==> config.mk <==
export PLATFORM = sky130hd
export DESIGN_NAME = fwd_hazard_unit
export DESIGN_NICKNAME = d
export VERILOG_FILES = /design/src/rtl/fwd_pkg.sv /design/src/rtl/fwd_src_sel.sv /design/src/rtl/fwd_hazard_unit.sv
export SDC_FILE = /design/constraint.sdc
export NUM_CORES = 1
export LEC_CHECK = 0
export BUFFER_PORTS_ARGS = -buffer_cell sky130_fd_sc_hd__buf_4
export CAP_MARGIN = 30
export CORE_AREA = 2 2 442 444
export DETAILED_ROUTE_END_ITERATION = 7
export DIE_AREA = 0 0 444 446
export PLACE_DENSITY = 0.31
export SYNTH_ARGS = -nofsm -noshare
export SYNTH_HDL_FRONTEND = slang
export SYNTH_SLANG_ARGS = --single-unit
==> constraint.sdc <==
create_clock -name clk -period 7.02 [get_ports clk]
set_input_delay 1.404 -clock clk [delete_from_list [all_inputs] [get_ports clk]]
set_output_delay 1.404 -clock clk [all_outputs]
set_load 0.05 [all_outputs]
==> src/rtl/fwd_pkg.sv <==
// ============================================================================
// Module : fwd_pkg
// Brief  : Shared types for the operand-forwarding / load-use hazard unit.
// Rev    : 1.0  initial release
// ============================================================================
`default_nettype none

package fwd_pkg;

  // Record tag field is sized for the widest supported register index;
  // narrower indices are zero-extended on entry.
  localparam int FWD_TAG_MAX = 8;
  localparam logic [FWD_TAG_MAX-1:0] ZERO_TAG = '0;

  typedef struct packed {
    logic                   valid;
    logic [FWD_TAG_MAX-1:0] tag;
    logic                   vf;
    logic                   is_load;
  } dest_rec_t;

  typedef enum logic [1:0] {
    FWD_RF = 2'd0,
    FWD_S1 = 2'd1,
    FWD_S2 = 2'd2
  } fwd_src_e;

  function automatic logic rec_hit(input dest_rec_t              rec,
                                   input logic                   en,
                                   input logic [FWD_TAG_MAX-1:0] tag,
                                   input logic                   vf);
    return en & rec.valid & (rec.tag == tag) & (rec.vf == vf) & (tag != ZERO_TAG);
  endfunction

endpackage

`default_nettype wire

==> src/rtl/fwd_src_sel.sv <==
// ============================================================================
// Module : fwd_src_sel
// Brief  : One decode operand: compare against S1/S2 records, 3:1 priority mux.
// Rev    : 1.0  initial release
// ============================================================================
`default_nettype none

module fwd_src_sel
  import fwd_pkg::*;
#(
  parameter int DATA_W = 128
) (
  input  logic                   src_en_i,
  input  logic [FWD_TAG_MAX-1:0] src_tag_i,
  input  logic                   src_vf_i,
  input  logic [DATA_W-1:0]      rf_data_i,
  input  dest_rec_t              s1_rec_i,
  input  dest_rec_t              s2_rec_i,
  input  logic [DATA_W-1:0]      s1_res_i,
  input  logic [DATA_W-1:0]      s2_res_i,
  output logic [DATA_W-1:0]      data_o,
  output fwd_src_e               sel_o,
  output logic                   s1_load_hit_o
);

  logic w_hit1;
  logic w_hit2;
  logic w_unused_s2_load;

  assign w_hit1 = rec_hit(s1_rec_i, src_en_i, src_tag_i, src_vf_i);
  assign w_hit2 = rec_hit(s2_rec_i, src_en_i, src_tag_i, src_vf_i);

  assign s1_load_hit_o    = w_hit1 & s1_rec_i.is_load;
  assign w_unused_s2_load = s2_rec_i.is_load;

  // S1 holds the younger writer, so it must win over S2 for the same tag.
  always_comb begin
    sel_o  = FWD_RF;
    data_o = rf_data_i;
    if (w_hit1) begin
      sel_o  = FWD_S1;
      data_o = s1_res_i;
    end else if (w_hit2) begin
      sel_o  = FWD_S2;
      data_o = s2_res_i;
    end
  end

endmodule

`default_nettype wire

==> src/rtl/fwd_hazard_unit.sv <==
// ============================================================================
// Module : fwd_hazard_unit
// Brief  : S1/S2 destination tracking, operand forwarding and load-use stall.
//          Optional perf counters enabled by defining FWD_PERF_EN.
// Rev    : 1.0  initial release
// ============================================================================
`default_nettype none

module fwd_hazard_unit
  import fwd_pkg::*;
#(
  parameter int DATA_W = 128,
  parameter int TAG_W  = 4,
  parameter int NSRC   = 3,
  parameter int CNT_W  = 32
) (
  input  logic                   clk,
  input  logic                   rst_n,
  input  logic                   flush,
  input  logic                   id_valid,
  input  logic [NSRC-1:0]        id_src_en,
  input  logic [NSRC*TAG_W-1:0]  id_src_tag,
  input  logic [NSRC-1:0]        id_src_vf,
  input  logic [NSRC*DATA_W-1:0] id_src_data,
  input  logic                   id_dst_en,
  input  logic [TAG_W-1:0]       id_dst_tag,
  input  logic                   id_dst_vf,
  input  logic                   id_is_load,
  input  logic [DATA_W-1:0]      s1_res,
  input  logic [DATA_W-1:0]      s2_res,
  output logic [NSRC*DATA_W-1:0] op_data,
  output logic                   stall,
  output logic                   s1_rec_valid,
  output logic                   s2_rec_valid,
  output logic [CNT_W-1:0]       fwd_cnt,
  output logic [CNT_W-1:0]       stall_cnt
);

  dest_rec_t s1_q, s1_d;
  dest_rec_t s2_q, s2_d;
  dest_rec_t w_dec_rec;

  logic [NSRC-1:0] w_s1_load_hit;
  logic [NSRC-1:0] w_fwd;

  for (genvar g = 0; g < NSRC; g++) begin : g_src
    fwd_src_e w_sel;

    fwd_src_sel #(
      .DATA_W (DATA_W)
    ) u_sel (
      .src_en_i      (id_src_en[g]),
      .src_tag_i     (FWD_TAG_MAX'(id_src_tag[g*TAG_W +: TAG_W])),
      .src_vf_i      (id_src_vf[g]),
      .rf_data_i     (id_src_data[g*DATA_W +: DATA_W]),
      .s1_rec_i      (s1_q),
      .s2_rec_i      (s2_q),
      .s1_res_i      (s1_res),
      .s2_res_i      (s2_res),
      .data_o        (op_data[g*DATA_W +: DATA_W]),
      .sel_o         (w_sel),
      .s1_load_hit_o (w_s1_load_hit[g])
    );

    assign w_fwd[g] = (w_sel != FWD_RF);
  end

  // A flush kills the branch shadow, so it must never hold decode.
  assign stall = id_valid & ~flush & (|w_s1_load_hit);

  always_comb begin
    w_dec_rec         = '0;
    w_dec_rec.valid   = id_valid & id_dst_en & (id_dst_tag != '0) & ~stall & ~flush;
    w_dec_rec.tag     = FWD_TAG_MAX'(id_dst_tag);
    w_dec_rec.vf      = id_dst_vf;
    w_dec_rec.is_load = id_is_load;

    s1_d = w_dec_rec;
    s2_d = s1_q;
    if (flush) begin
      s1_d = '0;
      s2_d = '0;
    end
  end

  always_ff @(posedge clk or negedge rst_n) begin
    if (!rst_n) begin
      s1_q <= '0;
      s2_q <= '0;
    end else begin
      s1_q <= s1_d;
      s2_q <= s2_d;
    end
  end

  assign s1_rec_valid = s1_q.valid;
  assign s2_rec_valid = s2_q.valid;

`ifdef FWD_PERF_EN
  logic [CNT_W-1:0] fwd_cnt_q, fwd_cnt_d;
  logic [CNT_W-1:0] stall_cnt_q, stall_cnt_d;

  always_comb begin
    fwd_cnt_d   = fwd_cnt_q;
    stall_cnt_d = stall_cnt_q;
    if ((|w_fwd) && !stall && (fwd_cnt_q != '1)) begin
      fwd_cnt_d = fwd_cnt_q + 1'b1;
    end
    if (stall && (stall_cnt_q != '1)) begin
      stall_cnt_d = stall_cnt_q + 1'b1;
    end
  end

  always_ff @(posedge clk or negedge rst_n) begin
    if (!rst_n) begin
      fwd_cnt_q   <= '0;
      stall_cnt_q <= '0;
    end else begin
      fwd_cnt_q   <= fwd_cnt_d;
      stall_cnt_q <= stall_cnt_d;
    end
  end

  assign fwd_cnt   = fwd_cnt_q;
  assign stall_cnt = stall_cnt_q;
`else
  logic w_unused_fwd;
  assign w_unused_fwd = |w_fwd;
  assign fwd_cnt      = '0;
  assign stall_cnt    = '0;
`endif

endmodule

`default_nettype wire

==> results of run 1 <==
final cells by class:
type                    instances  area share
diodes                         18    0.001890
repair buffers               1142      0.3736
flip-flops and latches         13     0.01381
multi-input cells            2054      0.4739
clock buffers                   4    0.003307
well taps                    2542      0.1334
power by group:
group	switching, W	internal [W]	total [W]
clock network	0.0000337	0.0000769	0.000111
registers	0.0000122	0.0000787	0.0000908
logic	0.00147	0.000552	0.00202
registers in the layout, indices dropped and copies added, names as in the netlist:
register	flops
s1_rec_valid	1
s2_q	5
s2_rec_valid	1
s1_q	6
worst max-delay path, delay by kind of cell:
kind	cells	cell delay [ns]
AND/OR/NAND/NOR	1	0.83
buffers and inverters	3	0.92
AO/OA/AOI/OAI	3	1.29
final timing paths:
check | endpoint | cells after the start | slack, ns | start
max | op_data[131] | 7 | 1.08 | id_src_tag[4]
min in group asynchronous | s2_q[1]$_DFF_PN0_ | 1 | 1.01 | rst_n
max in group asynchronous | s2_rec_valid$_DFF_PN0_ | 1 | 5.81 | rst_n
min reg2reg | s2_q[3]$_DFF_PN0_ | 1 | 0.66 | s1_q[3]$_DFF_PN0_
max reg2reg | s1_rec_valid$_DFF_PN0_ | 5 | 4.55 | s1_q[1]$_DFF_PN0_
min | s2_q[3]$_DFF_PN0_ | 1 | 0.66 | s1_q[3]$_DFF_PN0_
cells in the mapped netlist (5+ instances only):
cell type and n:
nand2_1 384, o21ai_0 378, nor3_1 373, a31oi_1 372
clkbuf_1 347, nor4_1 257, or4_1 115, buf_4 64
buf_2 28, xor2_1 21, a2bb2oi_1 13, dfrtp_1 13
nand3_1 13, o32a_1 13, nor2b_1 12, xnor2_1 10
buf_1 8, o21ai_1 6, or3_1 5
routing by layer:
| layer | share of wire | vias to the layer above | track usage | wire length [um] |
|---|---|---|---|---|
| met5 | 0.00095 | - | 0 | 188 |
| li1 | - | 10840 | - | - |
| met2 | 0.49 | 1609 | 0.3256 | 96680 |
| met4 | 0.039 | 32 | 0.05878 | 7699 |
| met3 | 0.080 | 271 | 0.04322 | 15820 |
| met1 | 0.39 | 13100 | 0.2231 | 77000 |
cell families after synthesis:
kind of cell    synth area share
compound gates            0.3446
xor+xnor                 0.02066
buf+inv                   0.1486
flops                    0.02475
other cells            0.0002853
simple gates              0.4611
placed cells by master, fill, tap and decap left out, types with 6 or more instances in the layout:
master,Yosys,layout
buf_4,64,1116
diode_2,0,18
or3_4,1,6
xor2_1,21,14
nor4_1,257,257
dfrtp_1,13,12
a31oi_1,372,372
o21ai_1,6,6
nand2_1,384,384
nand3_1,13,13
buf_12,0,25
nor3_1,373,371
a2bb2oi_1,13,13
conb_1,1,64
xnor2_1,10,9
o21ai_0,378,378
xor2_4,0,7
o32a_1,13,13
nor2b_1,12,12
or4_1,115,115
through the flow:
stage                     setup slack [ns]  instance area, um^2
final                                1.083                23840
after CTS                            1.082                23790
after global placement               1.124                23660
after floorplan                      2.029                13380
after global routing                 1.014                23820
after detailed placement             1.089                23710
==> results.md, run 1 <==
Outcome:
- The flow ran to the end, and the final reports show no timing, DRC or antenna violations.

Route:
- After detailed routing, the average wire length per cell comes to 34.19 um.
- The violation count after the first detailed-routing iteration is 2709.
- In the routed design, unresolved DRC markers number 0.
- Using the TritonRoute via totals, the vias-per-cell ratio works out to 4.478.
- The number of routed nets with antenna violations is 0.
- Summed over all layers, the routed wires come to 197.4 mm.
- The total vias in the final route is 25850.
- The number of optimization iterations in the first detailed-route pass is 5.

Yosys:
- The total number of yosys warnings is 0.
- In the synthesized netlist the async set-or-reset flop fraction comes to 1.000.
- The number of enable flip-flop cells after synthesis is 0.
- Counting every instance in the synthesized netlist gives 2451.
- In this run the mean area of a mapped cell was 5.362 um^2.
- The dominant synthesized flop cell is dfrtp_1.
- The synthesized flop and latch total is 13.
- The share of synthesized area occupied by flip-flops and latches is 0.02475.
- The top-area cell type share of the netlist area is 0.1771.
- Counting distinct cell types in the post-synthesis netlist gives 31.
- Yosys attributes the largest share of cell area to a31oi_1 18%, o21ai_0 14%, nor3_1 14%, nor4_1 12%, nand2_1 11%.
- The synthesized design spends more area on one cell type than any other, namely a31oi_1.
- The combined area of all synthesized cells is 13140 um^2.

Die:
- The core region is 193600 um^2.
- 1120 I/O pins were placed.
- The floorplan step set the die height to 446 um.
- The effective utilization at floorplan is 0.06789.
- The floorplan step defined a die boundary enclosing 198000 um^2.
- The horizontal die dimension is 444 um.
- The number of cell rows is 162.

Min path:
- The worst hold path class is register to register.

Place:
- The count of buffers added on input and output ports is 1055.
- After detailed placement, the design holds a cell count of 5751.
- The congestion estimate from routability-driven global placement came to 0.9101.
- The HPWL after detailed placement is 150.8 mm.

Worst setup path:
- The slowest cell on the critical path is or3_4.
- The data arrival time at the worst-slack endpoint is 4.53 ns.
- The largest single stage delay on the critical path is 0.83 ns.
- The critical path in this run is classified as input port to primary output.
- Traced cell by cell, the critical path runs through buf_4 > o41ai_1 > or3_4 > buf_4 > o21ai_0 > a31oi_1 > buf_4.
- The endpoint class of the critical path is a primary output.
- In this run the worst path has a maximum fanout of 38.
- STA puts the critical path data required time at 5.62 ns.
- The most common cell type on the critical path is buf_4.
- The sort of element at the start of the critical path is an input port.

Clock tree:
- The number of buffers on the longest clock path is 2.
- The clock latency reported for the late side of the worst-skew pair is 0.24 ns.
- The number of buffers created by CTS is 3.
- TritonCTS built the clock tree.
- CTS placed an instance of clkbuf_16 at the clock tree root.
- The number of instances resized during post-cts repair is 0.
- The clock sink count is 13.
- The clock-pin slew of the registers on the worst-case setup and hold paths is 0.05 ns.
- The count of hold-fix buffers inserted at cts is 0.
- In this run the number of H-tree levels came out at 1.
- The number of buffers inserted by post-CTS setup repair is 0.

Final layout:
- The total number of nets in the final design is 3883.
- Of the cells placed in the final design, the portion with a size suffix greater than 1 is 0.3638.
- The filler cells instantiated in the layout total 22940.
- For this run, the share of the core covered by cells in the final layout is 0.1231.
- The area occupied by multi-input gates is 11300 um^2.
- The number of standard cells in the layout, taps in and fillers out is 5773.
- The total area of sequential cells is 329.1 um^2.
- Relative to the synthesized area, the layout overhead comes to 81.36%.

STA:
- On the final layout, the worst clock skew is 0.002761 ns.
- The number of hold-slack violations in the final timing report came to 0.
- The final count of pins violating max slew came to 0.
- The post-route worst hold slack is 0.6557 ns.
- The worst path in the final design needs a cycle of 5.937 ns, including I/O delays and setup.
- Based on the critical path, the design can be clocked at up to 168.4 MHz.
- The final total negative setup slack is 0 ns.
- The pin slew with the least headroom to its limit is 1.191 ns.
- The share of the clock period used by the worst path after layout is 0.8457.
- Setup violations remaining at the end of the flow were counted as 0.
- Measured against its own limit, the worst slew margin works out to 0.2063.
- Setup repair after global routing left no endpoint under its margin.

Job:
- The max-capacitance violation count is 0.

Global routing:
- The via count of the first global-routing pass is 24560.
- Entering global routing, the biggest net connects 99 pins.
- The initial antenna violation count is 67.
- The final global-route overflow total is 0.
- The overall track demand over capacity in global routing is 0.1860.
- The first global-routing pass estimated 251.9 mm of wire.

Power and ir drop:
- The largest voltage drop on the vdd net is 0.1175 mV.
- For this design the ratio of total power to cell area is 93.27 nW/um^2.
- The static leakage is 7.708 nW.
- Summing internal, switching and leakage power gives 0.002223 W.
(Power assumes the default switching activity.)
==> run 2, diff against run 1 <==
- clock period: 7.02 -> 5.65 ns (I/O delays scaled with it)
==> results.md, run 2 (synthesized netlist as in run 1, its figures left out) <==
Final layout:
- The filler cell count in the final layout is 22840.
- The total area of sequential cells is 329.1 um^2.
- The total number of nets in the final design is 3922.
- Summing all multi-input logic gate instances after layout gives 11320 um^2.
- Relative to the synthesized area, the layout overhead comes to 84.98%.
- The register with the most flip-flops in the layout has 6 of them.
- The most common cell after layout, fill and taps aside is buf_4.
- Excluding fillers, the count of instances in the completed layout stands at 5819.
- The library cells used most frequently in the layout, excluding fill and tap cells, are 1144 x buf_4, 384 x nand2_1, 378 x o21ai_0.
- The fraction of final layout cells with drive strength greater than 1 is 0.3727.
- Counting flops per register, the top entry is s1_q.
- In the final layout, the registers with the most flip-flops are s1_q x6, s2_q x5.
- The final core utilization is 0.1256.

Route:
- After detailed routing, the number of remaining DRC violations is 0.
- In the routed layout, each cell is associated on average with a via count of 4.507.
- The first routing iteration left 3170 violations.
- The sum of met3 wire segment lengths after detailed routing is 16.05 mm.
- The uppermost signal routing layer after detailed routing is met5.
- The length of routed wiring on met1 is 75.49 mm.
- The total detailed-routing wirelength is 197.2 mm.
- Wire segments on met2 add up to 97.93 mm in the final route.
- For this block, the via count after detailed routing is 26230.
- The number of routed nets with antenna violations is 0.
- The wire length per cell is 33.88 um.
- The number of optimization iterations in the first detailed-route pass is 6.

Worst setup path:
- For the worst setup path, the data required time is 4.52 ns.
- The most common cell type on the critical path is buf_4.
- STA classifies the critical path startpoint as an input port.
- The data arrival time at the worst-slack endpoint is 4.18 ns.
- The maximum cell stage delay along the critical path is 0.79 ns.
- The critical path start-end classification is input port to primary output.
- Traced cell by cell, the critical path runs through buf_4 > o41ai_1 > or3_4 > buf_4 > buf_4 > o21ai_0 > a31oi_1 > buf_4.
- STA classifies the critical path endpoint as a primary output.
- The slowest cell on the critical path is o41ai_1.
- The worst-path maximum fanout is 12.

STA:
- Setup repair after global routing left no endpoint under its margin.
- The count of final setup violators is 0.
- After layout, the worst setup slack is 0.3359 ns.
- Headroom to the max-slew limit came out at 0.2922.
- Of the available clock period, the critical path in the final layout requires 0.9405.
- The number of hold-slack violations in the final timing report was 0.
- The worst path needs 5.314 ns of the cycle, external delays included.
- At the pin with the least slew margin, the transition time is 1.062 ns.
- The final count of pins violating max slew is 0.
- The final total negative setup slack is 0 ns.
- The final worst clock skew is 0.001684 ns.
- Based on the critical path, the design can be clocked at up to 188.2 MHz.
- The post-route worst hold slack is 0.6346 ns.

Power and ir drop:
- The total power divided by cell area is 114.3 nW/um^2.
- Of the total power, the share spent switching nets is 0.6755.
- IR analysis of the VDD net gives a maximum drop of 0.06693 mV.
- The fraction of power consumed by the clock network is 0.049.
- The share of total power dissipated in sequential elements is 0.040.
- The cell-internal power is 0.0009019 W.
- The combinational fraction of design power is 0.911.
- The static leakage is 7.965 nW.
- The switching power summed over all nets is 0.001877 W.

Clock tree:
- The CTS tree is built.
- Counting every sink on the clock net gives 13.
- The clock-pin slew of the registers on the worst-case setup and hold paths is 0.05 ns.
- In this run the deepest clock path goes through 2 buffers.
- The number of buffers created by CTS is 3.
- The clock reaches the later pin of the worst-skew pair after 0.24 ns.
- The CTS H-tree depth is 1.
- The number of buffers inserted by post-CTS setup repair is 0.
- For this design, the CTS-stage hold fixing added 0 buffers.
- The root cell of the clock tree is clkbuf_16.
- The number of instances resized during post-cts repair is 0.

Die:
- The total area inside the core boundary comes to 193600 um^2.
- Measured along the y axis, the die boundary spans 446 um.
- The overall die area is 198000 um^2.
- The horizontal die dimension is 444 um.
- For this configuration, the core starts out at a cell density of 0.06789.
- The number of placed I/O pins is 1120.
- The floorplan has 162 rows.

Place:
- The count of port buffers added during placement is 1055.
- Including well taps, the total number of placed cells is 5788.
- Once detailed placement completed, the half-perimeter wirelength came to 153.5 mm.
- At the end of routability-driven placement, the weighted congestion stood at 0.9218.
- At the placement stage, the worst setup path has a slack of 0.4425 ns.

Global routing:
- Summed over all layers, the global routing overflow is 0.
- The largest net degree at the start of global routing is 116.
- The overall track demand over capacity in global routing is 0.1855.
- The initial antenna violation count is 64.
- The via count of the first global-routing pass was 24800.
- The first-pass GRT wire length is 251.8 mm.

Min path:
- The worst hold path class is register to register.

Job:
- Across the run, the number of max-cap violations was 0.

Outcome:
- The run finished with clean final reports.
==> run 2: cell count changes in the layout (fill, tap and decap cells not counted), sizes merged <==
cell / previous run / this run
buf: 1142 / 1181
diode: 18 / 25
==> run 2: path summary, 6_finish.rpt <==
kind	start	endpoint	slack [ns]	depth (start not counted)
min in group asynchronous	rst_n	s1_rec_valid$_DFF_PN0_	0.75	1
hold reg to reg	s1_q[3]$_DFF_PN0_	s2_q[3]$_DFF_PN0_	0.63	1
max in group asynchronous	rst_n	s2_rec_valid$_DFF_PN0_	4.68	1
setup reg to reg	s1_q[2]$_DFF_PN0_	s1_rec_valid$_DFF_PN0_	3.40	5
setup / recovery	id_src_tag[11]	op_data[319]	0.34	8
hold / removal	s1_q[3]$_DFF_PN0_	s2_q[3]$_DFF_PN0_	0.63	1
==> run 2: routing by layer <==
metal,vias up,GRT usage
li1,10920,-
met1,13230,0.2202
met2,1814,0.3286
met3,242,0.04004
met4,20,0.06165
met5,-,0
==> run 2: power groups by stage <==
stage / logic [W] / clock network (W) / registers, W
CTS: 0.00252 / 0.000137 / 0.000111
global placement: 0.00252 / 0 / 0.000112
detailed placement: 0.00251 / 0 / 0.000112
finish: 0.00253 / 0.000137 / 0.000110
global route: 0.00258 / 0.000145 / 0.000111
floorplan: 0.00123 / 0 / 0.000107
==> run 2: layout make-up <==
class,count,share of cell area
clock buffers,4,0.003242
well taps,2542,0.1308
diodes,25,0.002573
multi-input cells,2054,0.4655
flip-flops and latches,13,0.01354
repair buffers,1181,0.3844
==> run 2: worst max-delay path: cells and delay by family <==
| family | cells | cell delay [ns] |
|---|---|---|
| AO/OA/AOI/OAI | 3 | 1.54 |
| buffers and inverters | 4 | 0.95 |
| AND/OR/NAND/NOR | 1 | 0.51 |
==> run 2: metrics by stage <==
step	power, W	cell area [um^2]
after CTS	0.002766	24230
final	0.002779	24310
after detailed placement	0.002624	24150
after global routing	0.002838	24290
after floorplan	0.001337	13380
after global placement	0.002630	24080
